==> config.mk <==
export PLATFORM = sky130hd
export DESIGN_NAME = serial_adder_flat
export DESIGN_NICKNAME = d
export VERILOG_FILES = /design/src/rtl/serial_adder_pkg.sv /design/src/rtl/serial_adder_if.sv /design/src/rtl/serial_adder_full_adder_cell.sv /design/src/rtl/serial_adder.sv /design/src/flat_wrapper.sv
export SDC_FILE = /design/constraint.sdc
export NUM_CORES = 1
export LEC_CHECK = 0
export CORE_MARGIN = 2
export CORE_UTILIZATION = 54
export DETAILED_ROUTE_END_ITERATION = 8
export HOLD_SLACK_MARGIN = 0.02
export PLACE_DENSITY = 0.92
export SYNTH_ARGS = -nofsm -noshare
export SYNTH_HDL_FRONTEND = slang
export SYNTH_HIERARCHICAL = 1
export SYNTH_SLANG_ARGS = --single-unit
==> constraint.sdc <==
create_clock -name clk -period 2.55 [get_ports clk]
set_input_delay 0.51 -clock clk [delete_from_list [all_inputs] [get_ports clk]]
set_output_delay 0.51 -clock clk [all_outputs]
set_load 0.005 [all_outputs]
==> src/rtl/serial_adder_pkg.sv <==
// Shared types and defaults for the bit-serial adder.
package serial_adder_pkg;

   localparam int SA_W_DEF = 8;

   typedef enum logic [1:0] {IDLE, RUN, DONE} sa_state_t;

endpackage

==> src/rtl/serial_adder_if.sv <==
// Operand/result handshake bundle for serial_adder.
// ovf exists only when SERIAL_ADDER_OVF_EN is defined.
interface serial_adder_if import serial_adder_pkg::*; #(parameter int W = SA_W_DEF);

   logic          in_valid;
   logic          in_ready;
   logic [W-1:0]  a;
   logic [W-1:0]  b;
   logic          cin;
   logic          out_valid;
   logic          out_ready;
   logic [W-1:0]  sum;
   logic          cout;
`ifdef SERIAL_ADDER_OVF_EN
   logic          ovf;

   modport master (output in_valid, a, b, cin, out_ready,
                   input  in_ready, out_valid, sum, cout, ovf);
   modport slave  (input  in_valid, a, b, cin, out_ready,
                   output in_ready, out_valid, sum, cout, ovf);
`else
   modport master (output in_valid, a, b, cin, out_ready,
                   input  in_ready, out_valid, sum, cout);
   modport slave  (input  in_valid, a, b, cin, out_ready,
                   output in_ready, out_valid, sum, cout);
`endif

endinterface

==> src/rtl/serial_adder_full_adder_cell.sv <==
// One-bit full adder assembled from two half-adder cells and an OR.
module half_adder_cell (
   input  logic a,
   input  logic b,
   output logic s,
   output logic c
);
   assign s = a ^ b;
   assign c = a & b;
endmodule

module full_adder_cell (
   input  logic a,
   input  logic b,
   input  logic ci,
   output logic s,
   output logic co
);
   logic s0, c0, c1;

   half_adder_cell u_ha0 (.a(a),  .b(b),  .s(s0), .c(c0));
   half_adder_cell u_ha1 (.a(s0), .b(ci), .s(s),  .c(c1));

   assign co = c0 | c1;
endmodule

==> src/rtl/serial_adder.sv <==
// Bit-serial W-bit adder, LSB first, one bit per clock through a single full-adder cell.
// Optional signed-overflow output enabled by SERIAL_ADDER_OVF_EN.
module serial_adder import serial_adder_pkg::*; #(
   parameter int W = SA_W_DEF
) (
   input  logic           clk,
   input  logic           rst,
   serial_adder_if.slave  bus
);
   localparam int CNT_W = (W > 1) ? $clog2(W) : 1;

   sa_state_t         state, state_nx;
   logic [W-1:0]      sa, sb, ss;
   logic              carry;
   logic [CNT_W-1:0]  cnt;
   logic              bit_s, bit_co;
   logic              last, accept;

   assign last   = (cnt == CNT_W'(W-1));
   assign accept = bus.in_valid && bus.in_ready;

   full_adder_cell u_fa (
      .a  (sa[0]),
      .b  (sb[0]),
      .ci (carry),
      .s  (bit_s),
      .co (bit_co)
   );

   always_ff @(posedge clk or posedge rst) begin
      if (rst) state <= IDLE;
      else     state <= state_nx;
   end

   always_comb begin
      state_nx = state;
      unique case (state)
         IDLE:    if (accept)        state_nx = RUN;
         RUN:     if (last)          state_nx = DONE;
         DONE:    if (bus.out_ready) state_nx = IDLE;
         default:                    state_nx = IDLE;
      endcase
   end

   always_comb begin
      bus.in_ready  = (state == IDLE);
      bus.out_valid = (state == DONE);
   end

   // ss fills from the top so the LSB lands in bit 0 after W shifts.
   always_ff @(posedge clk or posedge rst) begin
      if (rst) begin
         sa    <= '0;
         sb    <= '0;
         ss    <= '0;
         carry <= 1'b0;
         cnt   <= '0;
      end else begin
         unique case (state)
            IDLE: if (accept) begin
               sa    <= bus.a;
               sb    <= bus.b;
               carry <= bus.cin;
               cnt   <= '0;
            end
            RUN: begin
               ss    <= {bit_s, ss[W-1:1]};
               sa    <= sa >> 1;
               sb    <= sb >> 1;
               carry <= bit_co;
               cnt   <= cnt + CNT_W'(1);
            end
            default: ;
         endcase
      end
   end

   assign bus.sum  = ss;
   assign bus.cout = carry;

`ifdef SERIAL_ADDER_OVF_EN
   logic ovf_q;

   // On the MSB cycle, carry holds the carry into the MSB and bit_co the carry out.
   always_ff @(posedge clk or posedge rst) begin
      if (rst)                                 ovf_q <= 1'b0;
      else if (state == RUN && last)           ovf_q <= carry ^ bit_co;
      else if (state == DONE && bus.out_ready) ovf_q <= 1'b0;
   end

   assign bus.ovf = ovf_q;
`endif

endmodule
==> src/flat_wrapper.sv <==
// flat-port wrapper written by rule: the top's interface ports become plain ports
module serial_adder_flat import serial_adder_pkg::*;
#(
   parameter int W = SA_W_DEF
)
  (clk, rst, bus_in_valid, bus_a, bus_b, bus_cin, bus_out_ready, bus_in_ready, bus_out_valid, bus_sum, bus_cout);
  serial_adder_if #(.W(W)) bus_i ();
  input  logic clk;
  input  logic rst;
  input wire logic [$bits(bus_i.in_valid)-1:0] bus_in_valid;
  input wire logic [$bits(bus_i.a)-1:0] bus_a;
  input wire logic [$bits(bus_i.b)-1:0] bus_b;
  input wire logic [$bits(bus_i.cin)-1:0] bus_cin;
  input wire logic [$bits(bus_i.out_ready)-1:0] bus_out_ready;
  output wire logic [$bits(bus_i.in_ready)-1:0] bus_in_ready;
  output wire logic [$bits(bus_i.out_valid)-1:0] bus_out_valid;
  output wire logic [$bits(bus_i.sum)-1:0] bus_sum;
  output wire logic [$bits(bus_i.cout)-1:0] bus_cout;
  assign bus_i.in_valid = bus_in_valid;
  assign bus_i.a = bus_a;
  assign bus_i.b = bus_b;
  assign bus_i.cin = bus_cin;
  assign bus_i.out_ready = bus_out_ready;
  assign bus_in_ready = bus_i.in_ready;
  assign bus_out_valid = bus_i.out_valid;
  assign bus_sum = bus_i.sum;
  assign bus_cout = bus_i.cout;
  serial_adder #(.W(W)) u_core (.clk(clk), .rst(rst), .bus(bus_i));
endmodule
Word level (Yosys, flattened, before mapping):

Cells that the tools add are included.
Widths: inputs -> output; s select.

* flip-flop bits (word level): 30
* input bits: 21
* output and inout port bits: 11
* word-level logic and storage cells: 35

* add/sub/neg operators: 1
* equal/unequal tests: 6
* mux-type cells: 12
* bitwise operators: 5
* reductions and logical operators: 5

Operators with widths (number)
* $pmux 8 s2: 2
* $mux 8: 2
* $mux 2: 3
* $pmux 2 s3: 1
* $pmux 3 s2: 1
* $ne 2x2->1 const B: 2
* $add 3x1->3 const B: 1
* $eq 3x3->1 const B: 1
* $mux 3: 1
* $reduce_and 3->1: 1
* $and 1x1->1: 2
* $eq 2x1->1 const B: 1
* $eq 2x2->1 const B: 1
* $logic_not 2->1: 1
* $ne 2x1->1 const B: 1
* $pmux 1 s2: 1
* $reduce_and 2->1: 1
* $reduce_bool 2->1: 1
* $xor 1x1->1: 2
* $logic_and 1x1->1: 1
* $mux 1: 1
* $or 1x1->1: 1

Logic depth before layout (Yosys ltp):

Gate-level depths: netlist (run 1).

* word-level depth: 4
* mapped depth: 5
* depth with buffers taken out: 5

Hierarchy:

Netlist (run 1), hierarchy kept.

Modules (own cells, without submodules)
* serial_adder: times used 1, cells each 131, area an instance 1470.2 um^2
* half_adder_cell: times used 2, cells each 1, area an instance 12.5 um^2
* full_adder_cell: times used 1, cells each 1, area an instance 6.3 um^2

Worst setup path before layout (run 1):

Ideal clock, no wire load.

* path kind: register to output
* start: register u_core.state[1]
* end: output bus_in_ready
* arrival: 802 ps
* slack: 1238 ps
* stages on the path, launching flop included: 3
* cell sequence: dfrtp_1 buf_2 nor2_1

* word-level cells in the longest chain between the ends: 1

RTL lines
* start, declared: line serial_adder.sv:12 `sa_state_t state, state_nx;`
* start signal, assigned: line serial_adder.sv:32 `else state <= state_nx;`
* $logic_not 2->1: line serial_adder.sv:46 `bus.in_ready = (state == IDLE);`
* end, declared: line flat_wrapper.sv:15 `output wire logic [$bits(bus_i.in_ready)-1:0] bus_in_ready;`

Every way passes these cells.

Final worst setup path (run 1):

* start: register u_core.state[1]
* end: output bus_out_valid

* word-level cells in the longest chain between the ends: 1

RTL lines
* $eq 2x2->1: line serial_adder.sv:47 `bus.out_valid = (state == DONE);`
* end, declared: line flat_wrapper.sv:16 `output wire logic [$bits(bus_i.out_valid)-1:0] bus_out_valid;`

Every way passes these cells.

==> results of run 1 <==
## kinds of logic (layout without fill, tap and decap cells)
kind of cell               after synthesis  count (layout)  synth area share (%)
muxes                                    9               9                  6.75
DFF                                     30              30                  50.0
adders and majority gates                4               4                  3.33
AOI/OAI and AO/OA                       22              22                  12.2
and+or+nand+nor                         38              38                  18.2
buffers and inverters                   31              62                  9.58
## layout make-up
class / instances / area, um^2 / area share, %
multi-input combinational: 73 / 607 / 32.4
inverter: 20 / 75.1 / 4.01
timing repair buffer: 36 / 348 / 18.6
tap: 31 / 38.8 / 2.07
clock buffer: 6 / 51.3 / 2.74
sequential: 30 / 751 / 40.1
## metrics by stage
step,setup slack (ns),cells
final,0.326,196
after global routing,0.191,196
after CTS,0.297,196
after detailed placement,0.655,190
after global placement,0.684,190
after floorplan,1.24,134
## synthesized netlist by cell type, drive strengths merged
cell type and instances:
nor4b 10, a22o 3, nand2 2, o221ai 2, a222oi 3, inv 20, nand3b 2, clkbuf 3
nor2b 7, o21bai 1, a21oi 1, mux2 9, a211oi 10, nor2 1, nor3b 12, nand2b 2
buf 8, a221oi 2, dfrtp 30, ha 4, or2 2
## state kept, by name (all words and copies together), names as in the netlist
signal	cells
u_core/bus.sum	8
u_core/sa	8
u_core/sb	8
u_core/cnt	3
u_core/state	2
u_core/bus.cout	1
## report_power, final
| part | internal, mW | total [mW] | switching (mW) | leakage, nW |
|---|---|---|---|---|
| registers | 0.709 | 0.854 | 0.145 | 0.351 |
| logic | 0.547 | 0.954 | 0.406 | 0.430 |
| clock network | 0.124 | 0.270 | 0.146 | 0.0302 |
| total | 1.38 | 2.08 | 0.698 | 0.812 |
## metal layers
layer,global-route usage [%],up-vias
met1,26.8,546
met5,0,-
li1,-,540
met4,6.98,0
met2,33.1,29
met3,8.06,7
## tightest hold or removal path: stages (launching register included)
cell and delay, ns:
dfrtp_1 0.35, nand2_1 0.05, o221ai_1 0.06
## path summary, 6_finish.rpt
| kind | from | to | slack [ns] |
|---|---|---|---|
| worst max-delay path | u_core/state[1]$_DFFE_PP0P_ | bus_out_valid | 0.33 |
| worst min-delay path | u_core/sb[7]$_DFFE_PP0P_ | u_core/sb[7]$_DFFE_PP0P_ | 0.50 |
| worst max register to register | u_core/state[0]$_DFFE_PP0P_ | u_core/bus.sum[5]$_DFFE_PP0N_ | 0.77 |
| worst min register to register | u_core/sb[7]$_DFFE_PP0P_ | u_core/sb[7]$_DFFE_PP0P_ | 0.50 |
| max in group asynchronous | rst | u_core/sb[2]$_DFFE_PP0P_ | 1.72 |
| min in group asynchronous | rst | u_core/cnt[1]$_DFFE_PP0P_ | 0.56 |
## layout by cell type (no fill, tap or decap)
cell / synthesis / final
clkdlybuf4s50_1: 0 / 31
dfrtp_1: 30 / 30
inv_1: 20 / 20
nor3b_1: 12 / 12
nor4b_1: 10 / 10
a211oi_1: 10 / 10
mux2_2: 9 / 9
nor2b_1: 7 / 7
clkbuf_4: 0 / 5
buf_4: 2 / 5
ha_1: 4 / 4
a222oi_1: 3 / 3
a22o_1: 3 / 3
a221oi_1: 2 / 2
nand2b_1: 2 / 2
nand3b_1: 2 / 2
nand2_1: 2 / 2
o221ai_1: 2 / 2
clkbuf_8: 0 / 1
o21bai_2: 1 / 1
nor2_1: 1 / 1
a21oi_1: 1 / 1
or2_2: 1 / 1
or2_1: 1 / 1
==> flow_metrics.env, run 1 <==
export IMPL_synthTopCellsByArea="dfrtp_1, mux2_2, nor3b_1"
export IMPL_placed_area_um2=1820
export IMPL_yosys_area_top_type="dfrtp_1"
export IMPL_top_layer_used="met4"
export IMPL_powerDensity_nw_per_um2=1110
export IMPL_antenna_left=0
export IMPL_ff2ff_path_depth=4
export IMPL_synth_top_cell_area_share_pct=50.0
export IMPL_dr_pass1_iters=4
export IMPL_initial_core_util_pct=55.9
export IMPL_grt_start_max_net_pins=31
export IMPL_via_count=1122
export IMPL_slowest_delay_ns=0.53
export IMPL_area_delta_synth_final_pct=24.6
export IMPL_tightestPinTransition_ns=0.708
export IMPL_critPathSlowestCell="clkdlybuf4s50_1"
export IMPL_io_pins=32
export IMPL_cp_max_fo=30
export IMPL_layout_drive_gt1_share_pct=13.3
export IMPL_gr_total_overflow=0
export IMPL_timing_hold_ws_ns=0.502
export IMPL_dieArea_um2=3220
export IMPL_cts_tree="yes"
export IMPL_synth_avg_cell_area_um2=11.2
export IMPL_rsz0062_at_grt="no"
export IMPL_num_rows=19
export IMPL_wire_per_inst_um=15.0
export IMPL_fin_tns_setup_ns=0
export IMPL_grt_first_pass_wirelength_um=5150
export IMPL_routed_wl_met2_um=1430
export IMPL_place_hpwl_um=1990
export IMPL_cp_required_ns=2.04
export IMPL_remaining_drc_errors=0
export IMPL_critical_path_buf_inv_count=2
export IMPL_wl_met3_um=181
export IMPL_hold_violations=0
export IMPL_grt_pass1_vias=1108
export IMPL_leakagePower_nw=0.812
export IMPL_cts_hold_buf=0
export IMPL_yosysWarningCount=6
export IMPL_cts_max_level=2
export IMPL_total_power_mw=2.08
export IMPL_grt_use_total_pct=21.0
export IMPL_worstPathCellList="buf_4 > nor2b_1 > clkdlybuf4s50_1"
export IMPL_path_class="flip-flop to output pin"
export IMPL_fin_crit_sh_pct=87.2
export IMPL_cts_resized=0
export IMPL_final_nets=191
export IMPL_die_x_um=56.7
export IMPL_syn_nets=159
export IMPL_cp_end_kind="output pin"
export IMPL_drtIter0Drc=26
export IMPL_cts_buffer_depth=2
export IMPL_yosysUniqueCellTypes=24
export IMPL_ir_worst_vdd_v=0.000879
export IMPL_die_h_um=56.7
export IMPL_hold_class="flip-flop to flip-flop"
export IMPL_post_cts_buffers=0
export IMPL_cts_buffers=5
export IMPL_netlist_area_um2=1500
export IMPL_core_area_um2=2690
export IMPL_finalSetupViolCount=0
export IMPL_clk_latency_ns=0.32
export IMPL_clkSinkCount=30
export IMPL_grt_antenna_before_repair=0
export IMPL_n_antenna_cell=0
export IMPL_synthCells=134
export IMPL_wl_met1_um=1290
export IMPL_hold_depth=2
export IMPL_gp_congestion=0.700
export IMPL_min_period_ns=2.22
export IMPL_final_design_area_no_fill_um2=1870
export IMPL_slew_headroom_pct=52.8
export IMPL_nFillCells=219
export IMPL_drt_total_wl_um=2940
export IMPL_finClkSkew_ns=0.00183
export IMPL_fmax_ghz=0.450
export IMPL_clkTransAtPathRegs_ns=0.08
export IMPL_critical_path_top_delay_family="buffers and inverters"
export IMPL_cp_arrival_ns=1.71
export IMPL_outcome="finished clean"
export IMPL_utilization_pct=69.6
export IMPL_port_buffers=31
export IMPL_cp_start_kind="flip-flop"
export IMPL_viasPerCell=5.72
export IMPL_drv_cap=0
export IMPL_synth_seq_area_share_pct=50.0
export IMPL_ctsRootBufferMaster="clkbuf_4"
export IMPL_report_final_slew_viol_count=0
export IMPL_ys_seq_elements=30
export IMPL_cp_num_cells=3
Note: power is estimated with default switching activity, not from simulation.
==> run 2, diff against run 1 <==
--- a/config.mk
+++ b/config.mk
@@ -5,11 +5,13 @@
 export SDC_FILE = /design/constraint.sdc
 export NUM_CORES = 1
 export LEC_CHECK = 0
+export CORE_ASPECT_RATIO = 1.25
 export CORE_MARGIN = 2
 export CORE_UTILIZATION = 54
 export DETAILED_ROUTE_END_ITERATION = 8
 export HOLD_SLACK_MARGIN = 0.02
 export PLACE_DENSITY = 0.92
+export SLEW_MARGIN = 20
 export SYNTH_ARGS = -nofsm -noshare
 export SYNTH_HDL_FRONTEND = slang
 export SYNTH_HIERARCHICAL = 1
==> flow_metrics.env, run 2 (synthesis gave the netlist of run 1 again) <==
export IMPL_fmax_ghz=0.445
export IMPL_n_antenna_cell=0
export IMPL_via_count=1121
export IMPL_dr_pass1_iters=4
export IMPL_cts_buffers=5
export IMPL_cp_required_ns=2.04
export IMPL_die_x_um=51.2
export IMPL_io_pins=32
export IMPL_grt_use_total_pct=21.1
export IMPL_antenna_left=0
export IMPL_fin_tns_setup_ns=0
export IMPL_dieArea_um2=3220
export IMPL_tightestPinTransition_ns=0.727
export IMPL_min_period_ns=2.25
export IMPL_wire_per_inst_um=14.7
export IMPL_core_area_um2=2650
export IMPL_grtUsageMet3_pct=8.85
export IMPL_power_frac_clock_pct=12.5
export IMPL_drv_cap=0
export IMPL_initial_core_util_pct=56.6
export IMPL_finClkSkew_ns=0.00644
export IMPL_ctsRootBufferMaster="clkbuf_4"
export IMPL_cp_start_kind="flip-flop"
export IMPL_cts_resized=0
export IMPL_grt_antenna_before_repair=0
export IMPL_fin_crit_sh_pct=88.1
export IMPL_hold_violations=0
export IMPL_cp_end_kind="output pin"
export IMPL_cts_hold_buf=0
export IMPL_clkSinkCount=30
export IMPL_finalSetupViolCount=0
export IMPL_power_report_internal_total_mw=1.35
export IMPL_use_met1_pct=24.1
export IMPL_fin_cells=200
export IMPL_pre_cts_ws_ns=0.642
export IMPL_dp_cells=193
export IMPL_area_delta_synth_final_pct=24.6
export IMPL_slowest_delay_ns=0.59
export IMPL_ir_worst_vdd_v=0.000790
export IMPL_final_nets=191
export IMPL_worstPathCellList="nor2_1 > clkdlybuf4s50_1"
export IMPL_cts_buffer_depth=2
export IMPL_viasPerCell=5.61
export IMPL_grt_start_max_net_pins=31
export IMPL_cts_tree="yes"
export IMPL_cp_arrival_ns=1.74
export IMPL_cp_max_fo=6
export IMPL_die_h_um=63.0
export IMPL_cts_max_level=2
export IMPL_seq_power_share_pct=41.3
export IMPL_path_class="flip-flop to output pin"
export IMPL_leakagePower_nw=0.812
export IMPL_gp_congestion=0.755
export IMPL_place_hpwl_um=1990
export IMPL_drt_total_wl_um=2940
export IMPL_powerDensity_nw_per_um2=1100
export IMPL_grt_pass1_vias=1126
export IMPL_clkTransAtPathRegs_ns=0.09
export IMPL_clk_latency_ns=0.33
export IMPL_rsz0062_at_grt="no"
export IMPL_layout_commonest_cell="clkdlybuf4s50_1"
export IMPL_placed_area_um2=1820
export IMPL_hold_class="flip-flop to flip-flop"
export IMPL_port_buffers=31
export IMPL_drtIter0Drc=55
export IMPL_grt_busiest_layer="met2"
export IMPL_p_sw_mw=0.708
export IMPL_pwr_share_comb_pct=46.2
export IMPL_use_met2_pct=33.1
export IMPL_setup_ws_ns=0.304
export IMPL_layout_drive_gt1_share_pct=13.9
export IMPL_post_cts_buffers=0
export IMPL_num_rows=21
export IMPL_gr_total_overflow=0
export IMPL_report_final_slew_viol_count=0
export IMPL_total_power_mw=2.06
export IMPL_final_design_area_no_fill_um2=1870
export IMPL_final_cell_mix="clkdlybuf4s50_1, dfrtp_1, inv_1"
export IMPL_critPathSlowestCell="clkdlybuf4s50_1"
export IMPL_switching_share_pct=34.4
export IMPL_slew_headroom_pct=51.5
export IMPL_outcome="finished clean"
export IMPL_grt_first_pass_wirelength_um=4890
export IMPL_remaining_drc_errors=0
run 2: cell count changes in the layout (fill, tap and decap cells not counted), sizes merged:
cell,previous run,this run
clkinv,0,2
clkbuf,6,5
run 2: metal layers:
metal / vias to the layer above / routed length [um]
met5: - / 0
met4: 0 / 42
met3: 5 / 158
met2: 29 / 1460
met1: 550 / 1280
li1: 537 / -
run 2: metrics by stage:
stage / hold WS (ns) / utilization (%)
2_1_floorplan: 0.459 / -
3_3_place_gp: 0.473 / 68.7
3_5_place_dp: 0.487 / 68.7
4_1_cts: 0.508 / 70.5
5_1_grt: 0.539 / 70.5
6_report: 0.505 / 70.5
run 2: cell type report:
cell class | instances | area (um^2)
Clock buffer | 5 | 37.5
Clock inverter | 2 | 10.0
Fill cell | 204 | 783
Inverter | 20 | 75.1
Multi-Input combinational cell | 73 | 607
Sequential cell | 30 | 751
Tap cell | 34 | 42.5
Timing Repair Buffer | 36 | 348
run 2: path summary, 6_finish.rpt:
path	from	endpoint	slack, ns	depth (start not counted)
worst max-delay path	u_core/state[0]$_DFFE_PP0P_	bus_in_ready	0.30	2
worst min-delay path	u_core/sb[7]$_DFFE_PP0P_	u_core/sb[7]$_DFFE_PP0P_	0.50	2
worst max register to register	u_core/state[0]$_DFFE_PP0P_	u_core/bus.sum[1]$_DFFE_PP0N_	0.84	4
worst min register to register	u_core/sb[7]$_DFFE_PP0P_	u_core/sb[7]$_DFFE_PP0P_	0.50	2
max in group asynchronous	rst	u_core/sa[7]$_DFFE_PP0P_	1.72	3
min in group asynchronous	rst	u_core/bus.sum[3]$_DFFE_PP0N_	0.55	3
run 2: critical path: cells and delay by family (launching register included):
family                 cells  cell delay (ns)
DFF                        1             0.46
and+or+nand+nor            1             0.35
buffers and inverters      1             0.59
run 2: power by group through the flow:
stage	Combinational (mW)	Sequential, mW	Clock (mW)
floorplan	0.676	0.829	0
global placement	0.915	0.846	0
detailed placement	0.954	0.859	0
CTS	0.965	0.852	0.270
global route	1.07	0.878	0.292
finish	0.952	0.851	0.258
==> run 3, diff against run 2 <==
--- a/config.mk
+++ b/config.mk
@@ -11,7 +11,7 @@
 export DETAILED_ROUTE_END_ITERATION = 8
 export HOLD_SLACK_MARGIN = 0.02
 export PLACE_DENSITY = 0.92
-export SLEW_MARGIN = 20
+export SLEW_MARGIN = 25
 export SYNTH_ARGS = -nofsm -noshare
 export SYNTH_HDL_FRONTEND = slang
 export SYNTH_HIERARCHICAL = 1
==> results of run 3 <==
The final DEF is identical to that of run 2; final timing and power are the same.
